$ cat config.mk
export PLATFORM = sky130hd
export DESIGN_NAME = arbiter_rr4
export DESIGN_NICKNAME = d
export VERILOG_FILES = /design/src/rtl/arb_pkg.sv /design/src/rtl/rr_prio_enc4.sv /design/src/rtl/arbiter_rr4.sv
export SDC_FILE = /design/constraint.sdc
export NUM_CORES = 1
export LEC_CHECK = 0
export CAP_MARGIN = 25
export CORE_ASPECT_RATIO = 1.2
export CORE_UTILIZATION = 54
export DETAILED_ROUTE_END_ITERATION = 7
export GPL_TIMING_DRIVEN = 1
export PLACE_DENSITY = 0.83
export SLEW_MARGIN = 20
export SYNTH_ARGS = -nofsm -noshare
export SYNTH_HDL_FRONTEND = slang
export SYNTH_HIERARCHICAL = 1
export SYNTH_SLANG_ARGS = --single-unit
$ cat constraint.sdc
create_clock -name clk -period 2.15 [get_ports clk]
set_input_delay 0.645 -clock clk [delete_from_list [all_inputs] [get_ports clk]]
set_output_delay 0.645 -clock clk [all_outputs]
set_load 0.005 [all_outputs]
$ cat src/rtl/arb_pkg.sv
// Shared definitions for the four-requester round-robin arbiter.
//   N_REQ       number of requesters
//   ID_W        width of a requester index
//   HOLD_W      width of the grant hold counter
//   arb_state_t arbiter FSM states
//   id_onehot   index -> one-hot grant vector
package arb_pkg;

   localparam int N_REQ  = 4;
   localparam int ID_W   = 2;
   localparam int HOLD_W = 8;

   typedef enum logic [1:0] {
      IDLE    = 2'd0,
      GRANT   = 2'd1,
      RELEASE = 2'd2
   } arb_state_t;

   function automatic logic [N_REQ-1:0] id_onehot(input logic [ID_W-1:0] id);
      return N_REQ'(1) << id;
   endfunction

endpackage

$ cat src/rtl/rr_prio_enc4.sv
// Rotating-priority encoder: searches req starting at ptr, wrapping mod 4,
// and returns the index of the first set bit.
//   req     request lines
//   ptr     index with highest priority
//   win_id  index of the winning requester (don't care when any = 0)
//   any     at least one request is set
module rr_prio_enc4
   import arb_pkg::*;
(
   input  logic [N_REQ-1:0] req,
   input  logic [ID_W-1:0]  ptr,
   output logic [ID_W-1:0]  win_id,
   output logic             any
);

   logic [2*N_REQ-1:0] dbl;
   logic [N_REQ-1:0]   rot;
   logic [ID_W-1:0]    off;

   always_comb begin
      // rot[i] = req[(ptr + i) mod 4], so the lowest set bit of rot is the
      // smallest offset from ptr
      dbl = {req, req};
      rot = dbl[{1'b0, ptr} +: N_REQ];
      off = '0;
      for (int i = N_REQ - 1; i >= 0; i--) begin
         if (rot[i]) off = ID_W'(i);
      end
      win_id = off + ptr;
      any    = |req;
   end

endmodule

$ cat src/rtl/arbiter_rr4.sv
// Four-requester round-robin arbiter with a programmable hold limit.
//   MAX_HOLD   maximum consecutive grant cycles per winner (0 = unlimited)
//   clk        system clock
//   reset_n    asynchronous active-low reset
//   req        level-sensitive request lines
//   gnt        registered one-hot grant
//   gnt_id     registered index of the granted requester
//   gnt_valid  registered OR of gnt
//   timeout    one-cycle pulse when a grant was removed by the hold limit
//
// state   | meaning
// IDLE    | no grant; arbitrate every cycle
// GRANT   | gnt_id owns the resource; hold_cnt counts grant cycles
// RELEASE | one-cycle turnaround with gnt = 0; ptr already advanced, arbitrate
module arbiter_rr4
   import arb_pkg::*;
#(
   parameter int unsigned MAX_HOLD = 8
) (
   input  logic             clk,
   input  logic             reset_n,
   input  logic [N_REQ-1:0] req,
   output logic [N_REQ-1:0] gnt,
   output logic [ID_W-1:0]  gnt_id,
   output logic             gnt_valid,
   output logic             timeout
);

   localparam logic [HOLD_W-1:0] HOLD_LAST =
      (MAX_HOLD == 0) ? '0 : HOLD_W'(MAX_HOLD - 1);

   arb_state_t        state;
   logic [ID_W-1:0]   ptr;
   logic [HOLD_W-1:0] hold_cnt;
   logic [ID_W-1:0]   win_id;
   logic              win_any;
   logic              hold_last;

   rr_prio_enc4 u_enc (
      .req    (req),
      .ptr    (ptr),
      .win_id (win_id),
      .any    (win_any)
   );

   assign hold_last = (MAX_HOLD != 0) && (hold_cnt == HOLD_LAST);

   always_ff @(posedge clk or negedge reset_n) begin
      if (!reset_n) begin
         state     <= IDLE;
         ptr       <= '0;
         hold_cnt  <= '0;
         gnt       <= '0;
         gnt_id    <= '0;
         gnt_valid <= 1'b0;
         timeout   <= 1'b0;
      end else begin
         timeout <= 1'b0;
         case (state)
            IDLE, RELEASE: begin
               if (win_any) begin
                  state     <= GRANT;
                  gnt_id    <= win_id;
                  gnt       <= id_onehot(win_id);
                  gnt_valid <= 1'b1;
                  hold_cnt  <= '0;
               end else begin
                  state <= IDLE;
               end
            end
            GRANT: begin
               // a request dropping on the last allowed cycle is a normal
               // release, so the req check comes before the hold limit
               if (!req[gnt_id] || hold_last) begin
                  state     <= RELEASE;
                  gnt       <= '0;
                  gnt_valid <= 1'b0;
                  ptr       <= gnt_id + 2'd1;
                  timeout   <= req[gnt_id];
               end
               // saturate so an unlimited hold never wraps the counter
               if (hold_cnt != '1) hold_cnt <= hold_cnt + 1'b1;
            end
            default: begin
               state     <= IDLE;
               gnt       <= '0;
               gnt_valid <= 1'b0;
            end
         endcase
      end
   end

endmodule

==> impl_metrics.csv, run 1 <==
group,metric,value,unit
worst_setup_path,r2r_start,"ptr[1]",
power,fin_total_pwr,1.98,mW
global_routing,grt_usage,0.232,
synth,synth_top_area_share,0.418,
clock_tree,numCtsBuffers,3,
synth,synth_edf_count,0,
floorplanning,ios,14,
min_path,hp-start,"gnt[3]",
synth,synthTopCellsByArea,"dfrtp_1, mux2i_1, nand2_1",
global_routing,grt_pass1_vias,971,
placed_design,hpwl,1.88,mm
status,status,"complete, no violations",
worst_setup_path,path_buf_inv,4,
floorplanning,die_h,53.6,um
worst_setup_path,crit_chain,"clkbuf_4, buf_6, a2bb2oi_2, o211ai_1, o21a_1, ha_2, xnor2_1, xnor2_1, buf_4, buf_4, mux2_2",
timing,hold_violations,0,
final_layout,layout_commonest_cell,"dfrtp_1",
synth,synthDistinctLibCells,39,
clock_tree,cts_root_buf,"clkbuf_4",
clock_tree,cts_buffer_depth,2,
worst_setup_path,startpoint,"req[2]",
clock_tree,cts_sinks,20,
clock_tree,cts_tree,"yes",
floorplanning,die_width,45.0,um
synth,synth_warnings,6,
worst_setup_path,cp_top_family,"buffers and inverters",
drt,first_iter_violations,9,
power,clockPowerShare,0.114,
final_layout,syn_to_final_growth,29.4,%
min_path,holdCritPathClass,"reg -> reg",
synth,avgSynthCellArea,10.3,um2
final_layout,fin_nets,157,
floorplanning,start_util,0.578,
worst_setup_path,cp_slowest_cell,"mux2_2",
flow_run,drv_cap,0,
power,seqPwrFrac,0.329,
timing,tightest_slew,0.346,ns
worst_setup_path,critPathKind,"in -> reg",
power,power_density,1280,nW/um2
timing,clock.fmax,468,MHz
floorplanning,fp.coreArea,2070,um2
placed_design,post_dp_cell_area,1490,um2
synth,synth_cells,116,
timing,skew,0.00445,ns
timing,fin_crit_sh,0.993,
power,pwr-share-comb,0.557,
global_routing,grt_pass1_wl,3.99,mm
synth,yosys.area.top_type,"dfrtp_1",
timing,max_slew_margin,0.770,
drt,routed_wl,2.51,mm
synth,synth_flop_cell,"dfrtp_1",
clock_tree,clkLatencyLatePin,0.31,ns
final_layout,final_cell_area,1550,um2
drt,num_vias,981,
placed_design,placed_cells,174,
clock_tree,cts.clk_slew.worst_paths,0.11,ns
synth,async_flop_share,1.00,
synth,ys_seq_elements,20,
final_layout,drive_gt1_frac,0.351,
final_layout,num_antenna_cells,0,
global_routing,antenna_found_initial,0,
worst_setup_path,crit_required,2.36,ns
drt,vias_per_cell,5.51,
power,irDropWorstVdd,707,uV
final_layout,final_cells,178,
power,power_switching,0.753,mW
clock_tree,cts_htree_levels,1,
power,swShare,0.381,
synth,synth_nets,124,
drt,post_drt_wl_per_cell,14.1,um
worst_setup_path,critPathMaxStageDelay,0.25,ns
drt,firstDrtPassIters,5,
drt,drc,0,
synth,ys_seq_area_frac,0.418,
worst_setup_path,crit_path_start_kind,"primary input",
placed_design,place.gp.congestion,0.893,
final_layout,final_cell_mix,"dfrtp_1, buf_4, nand2_1, nor2_1, clkdlybuf4s50_1",
worst_setup_path,critPathMaxFanout,5,
worst_setup_path,end_kind,"flop",
drt,final_antenna_net_count,0,
synth,syn_area,1200,um2
timing,drv_slew,0,
power,intPower,1.22,mW
timing,period_needed,2.14,ns
power,leakagePower,0.703,nW
floorplanning,rows,18,
timing,finalSetupViolations,0,
global_routing,grt_max_degree,21,
placed_design,port_buffers,13,
global_routing,grt_overflow,0,
floorplanning,die_area,2410,um2
worst_setup_path,cp_data_arrival_time,2.34,ns
[registers in the layout, indices dropped and copies added (netlist names)]
register and cells:
gnt 4, state 2, gnt_valid 1, gnt_id 2, hold_cnt 8, ptr 2
timeout 1
[cells in the mapped netlist (2+ instances only)]
cell type and n:
xor2_1 3, nor2_1 9, o21ai_0 7, ha_1 2, dfrtp_1 20, xnor2_1 3
and2b_1 2, nor2b_1 7, nand3_1 3, mux2i_1 7, a31oi_1 2, inv_1 2
o211ai_1 2, mux2_2 4, nand2_1 13, a21oi_1 5, and3_1 2, mux2_4 2
[power groups by stage]
stage                     combinational [mW]  clock, mW  sequential, mW
after floorplan                        0.687          0           0.615
after global placement                  1.04          0           0.638
after detailed placement                1.08          0           0.648
after CTS                               1.09      0.231           0.643
after global routing                    1.20      0.247           0.665
final                                   1.10      0.225           0.650
[timing repair]
action / CTS / global route
buffers inserted: 0 / 0
resized for setup: 20 / 9
hold buffers: 0 / 0
gates cloned: 0 / 0
pin swaps: 1 / 5
endpoints found under the setup margin: 14 / 5
[area by class of cell]
| cell class | instances | area [um2] |
|---|---|---|
| Inverter | 2 | 7.51 |
| Timing Repair Buffer | 30 | 246 |
| Sequential cell | 20 | 502 |
| Fill cell | 157 | 523 |
| Multi-Input combinational cell | 92 | 719 |
| Tap cell | 30 | 37.5 |
| Clock buffer | 4 | 36.3 |
[worst min-delay path: stages (launching register included)]
cell and delay [ns]:
dfrtp_1 0.38, nand2_1 0.05, o21ai_1 0.06
[metrics by stage]
step | setup TNS (ns) | setup WS (ns) | util | hold slack (ns)
2_1_floorplan | -0.810 | -0.373 | - | 0.349
3_3_place_gp | -7.63 | -0.638 | 0.719 | 0.481
3_5_place_dp | -8.65 | -0.738 | 0.719 | 0.495
4_1_cts | 0 | 0.0327 | 0.739 | 0.522
5_1_grt | -0.0782 | -0.0337 | 0.748 | 0.558
6_report | 0 | 0.0146 | 0.748 | 0.524
[path summary, 6_finish.rpt]
kind / end / slack [ns] / cells past startpoint
setup / recovery: gnt_id[1] / 0.01 / 11
hold / removal: gnt[3] / 0.52 / 2
setup reg to reg: gnt_id[1] / 0.06 / 10
hold reg to reg: gnt[3] / 0.52 / 2
max in group asynchronous: ptr[1] / 1.27 / 2
min in group asynchronous: gnt[3] / 0.66 / 2
[metal layers]
metal / wire length (um) / GRT usage
met2: 1330 / 0.418
met4: 57 / 0.131
met3: 48 / 0.0436
met5: 0 / 0
met1: 1080 / 0.251
[cell families after synthesis]
| logic type | after synthesis | synth area share |
|---|---|---|
| simple gates | 45 | 0.216 |
| xor+xnor | 6 | 0.0439 |
| buf+inv | 4 | 0.0167 |
| fa+ha+maj | 2 | 0.0209 |
| mux | 14 | 0.131 |
| flops | 20 | 0.418 |
| compound gates | 25 | 0.154 |
No activity file was read; power rests on OpenSTA's default activity.
==> inputs of run 2 (changes only) <==
--- a/config.mk
+++ b/config.mk
@@ -12,4 +12,5 @@
 export GPL_TIMING_DRIVEN = 1
 export PLACE_DENSITY = 0.83
+export REMOVE_ABC_BUFFERS = 1
 export SLEW_MARGIN = 20
 export SYNTH_ARGS = -nofsm -noshare
==> constraint.sdc (replaced) <==
create_clock -name clk -period 2.15 [get_ports clk]
set_input_delay 0.645 -clock clk [delete_from_list [all_inputs] [get_ports clk]]
set_output_delay 0.645 -clock clk [all_outputs]
set_load 0.02 [all_outputs]
==> impl_metrics.csv, run 2 (synthesized netlist as in run 1, its figures left out) <==
group,metric,value,unit
status,status,"complete, no violations",
worst_setup_path,end_kind,"flop",
floorplanning,ios,14,
clock_tree,cts_tree,"yes",
power,fin_total_pwr,1.98,mW
final_layout,regMostFlops,"hold_cnt",
placed_design,hpwl,1.84,mm
final_layout,syn_to_final_growth,29.9,%
timing,finalSetupViolations,0,
placed_design,post_dp_cell_area,1480,um2
global_routing,grt_overflow,0,
clock_tree,cts_root_buf,"clkbuf_4",
final_layout,final_cell_area,1560,um2
timing,fin_crit_sh,0.960,
worst_setup_path,critPathMaxFanout,3,
final_layout,reg_top3,"hold_cnt: 8 flops, gnt: 4 flops",
timing,max_slew_margin,0.756,
power,leakagePower,0.711,nW
drt,first_iter_violations,19,
worst_setup_path,crit_path_start_kind,"primary input",
worst_setup_path,cp_data_arrival_time,2.25,ns
timing,hold_violations,0,
worst_setup_path,critPathKind,"in -> reg",
final_layout,drive_gt1_frac,0.354,
floorplanning,die_width,45.0,um
timing,drv_slew,0,
global_routing,antenna_found_initial,0,
global_routing,grt_pass1_vias,985,
flow_run,drv_cap,0,
timing,holdWs,0.517,ns
final_layout,num_antenna_cells,0,
clock_tree,cts.clk_slew.worst_paths,0.10,ns
power,power_density,1270,nW/um2
global_routing,grt_max_degree,21,
clock_tree,cts.hold.buffers_added,0,
final_layout,layout_commonest_cell,"dfrtp_1",
drt,vias_per_cell,5.53,
drt,num_vias,979,
final_layout,final_cell_mix,"dfrtp_1, buf_4, nand2_1, nor2_1, clkdlybuf4s50_1",
timing,clock.fmax,485,MHz
timing,skew,0.00392,ns
timing,tightest_slew,0.365,ns
floorplanning,fp.coreArea,2070,um2
clock_tree,cts_buffer_depth,2,
clock_tree,clkLatencyLatePin,0.29,ns
timing,period_needed,2.06,ns
power,irDropWorstVdd,754,uV
floorplanning,die_area,2410,um2
global_routing,grt_usage,0.231,
clock_tree,numCtsBuffers,3,
worst_setup_path,crit_required,2.34,ns
min_path,holdCritPathClass,"reg -> reg",
placed_design,place.gp.congestion,0.865,
placed_design,port_buffers,13,
floorplanning,rows,18,
drt,post_drt_wl_per_cell,14.2,um
final_layout,nFillCells,154,
floorplanning,start_util,0.578,
clock_tree,cts_htree_levels,1,
global_routing,grt_pass1_wl,4.05,mm
floorplanning,die_h,53.6,um
clock_tree,cts_sinks,20,
timing,grt_setup_unrepaired,"yes",
drt,drc,0,
drt,firstDrtPassIters,4,
final_layout,fin_nets,157,
drt,routed_wl,2.51,mm
final_layout,largest_reg_flops,8,
drt,final_antenna_net_count,0,
[run 2: cell types whose count changed in the layout (fill, tap and decap cells not counted), moves of 2 or more]
cell / before / now
buf_6: 1 / 3
clkbuf_4: 5 / 3
xnor2_1: 3 / 1
xnor2_2: 0 / 2
[run 2: per-stage QoR]
step                      TNS [ns]  worst slack (ns)  instances   util
after floorplan             -0.867            -0.392        114      -
after global placement       -7.34            -0.732        174  0.714
after detailed placement     -8.08            -0.797        174  0.714
after CTS                        0           0.00840        177  0.742
after global routing             0            0.0118        177  0.751
final                            0            0.0863        177  0.751
[run 2: cell type report]
type,instances,area (um2),area share
well taps,30,37.5,0.0241
flip-flops and latches,20,502,0.323
repair buffers,30,262,0.168
inverters,2,7.51,0.00483
clock buffers,3,22.5,0.0145
multi-input cells,92,724,0.466
[run 2: timing repair]
action	4_1_cts	5_1_grt
pin swaps	4	4
setup endpoints to repair	13	6
buffers inserted	0	0
gates cloned	0	0
gates resized for setup	20	16
[run 2: layer usage]
metal  GRT usage  part of all wire  up-vias
met5           0                 0        -
met4      0.0859             0.012        0
met3      0.0436             0.035        6
met2       0.423              0.53       23
met1       0.263              0.42      467
li1            -                 -      483
[run 2: worst paths after layout]
kind	start	end	slack [ns]	cells past startpoint
min reg2reg	gnt[2]	gnt[2]	0.52	2
max reg2reg	ptr[1]	gnt[2]	0.18	10
max in group asynchronous	reset_n	ptr[1]	1.24	2
min	gnt[2]	gnt[2]	0.52	2
max	req[2]	hold_cnt[7]	0.09	7
min in group asynchronous	reset_n	hold_cnt[7]	0.68	2
[run 2: power breakdown]
part | leakage, nW | total (mW) | switching (mW) | internal [mW]
logic | 0.438 | 1.16 | 0.548 | 0.613
registers | 0.259 | 0.649 | 0.155 | 0.494
clock network | 0.0138 | 0.170 | 0.105 | 0.0651
total | 0.711 | 1.98 | 0.808 | 1.17
[run 2: critical path: stages]
cell and delay [ns]:
buf_4 0.12, or4_4 0.51, nor2b_4 0.15, a21o_4 0.19
o2111a_2 0.26, nand3_2 0.08, mux2_4 0.29
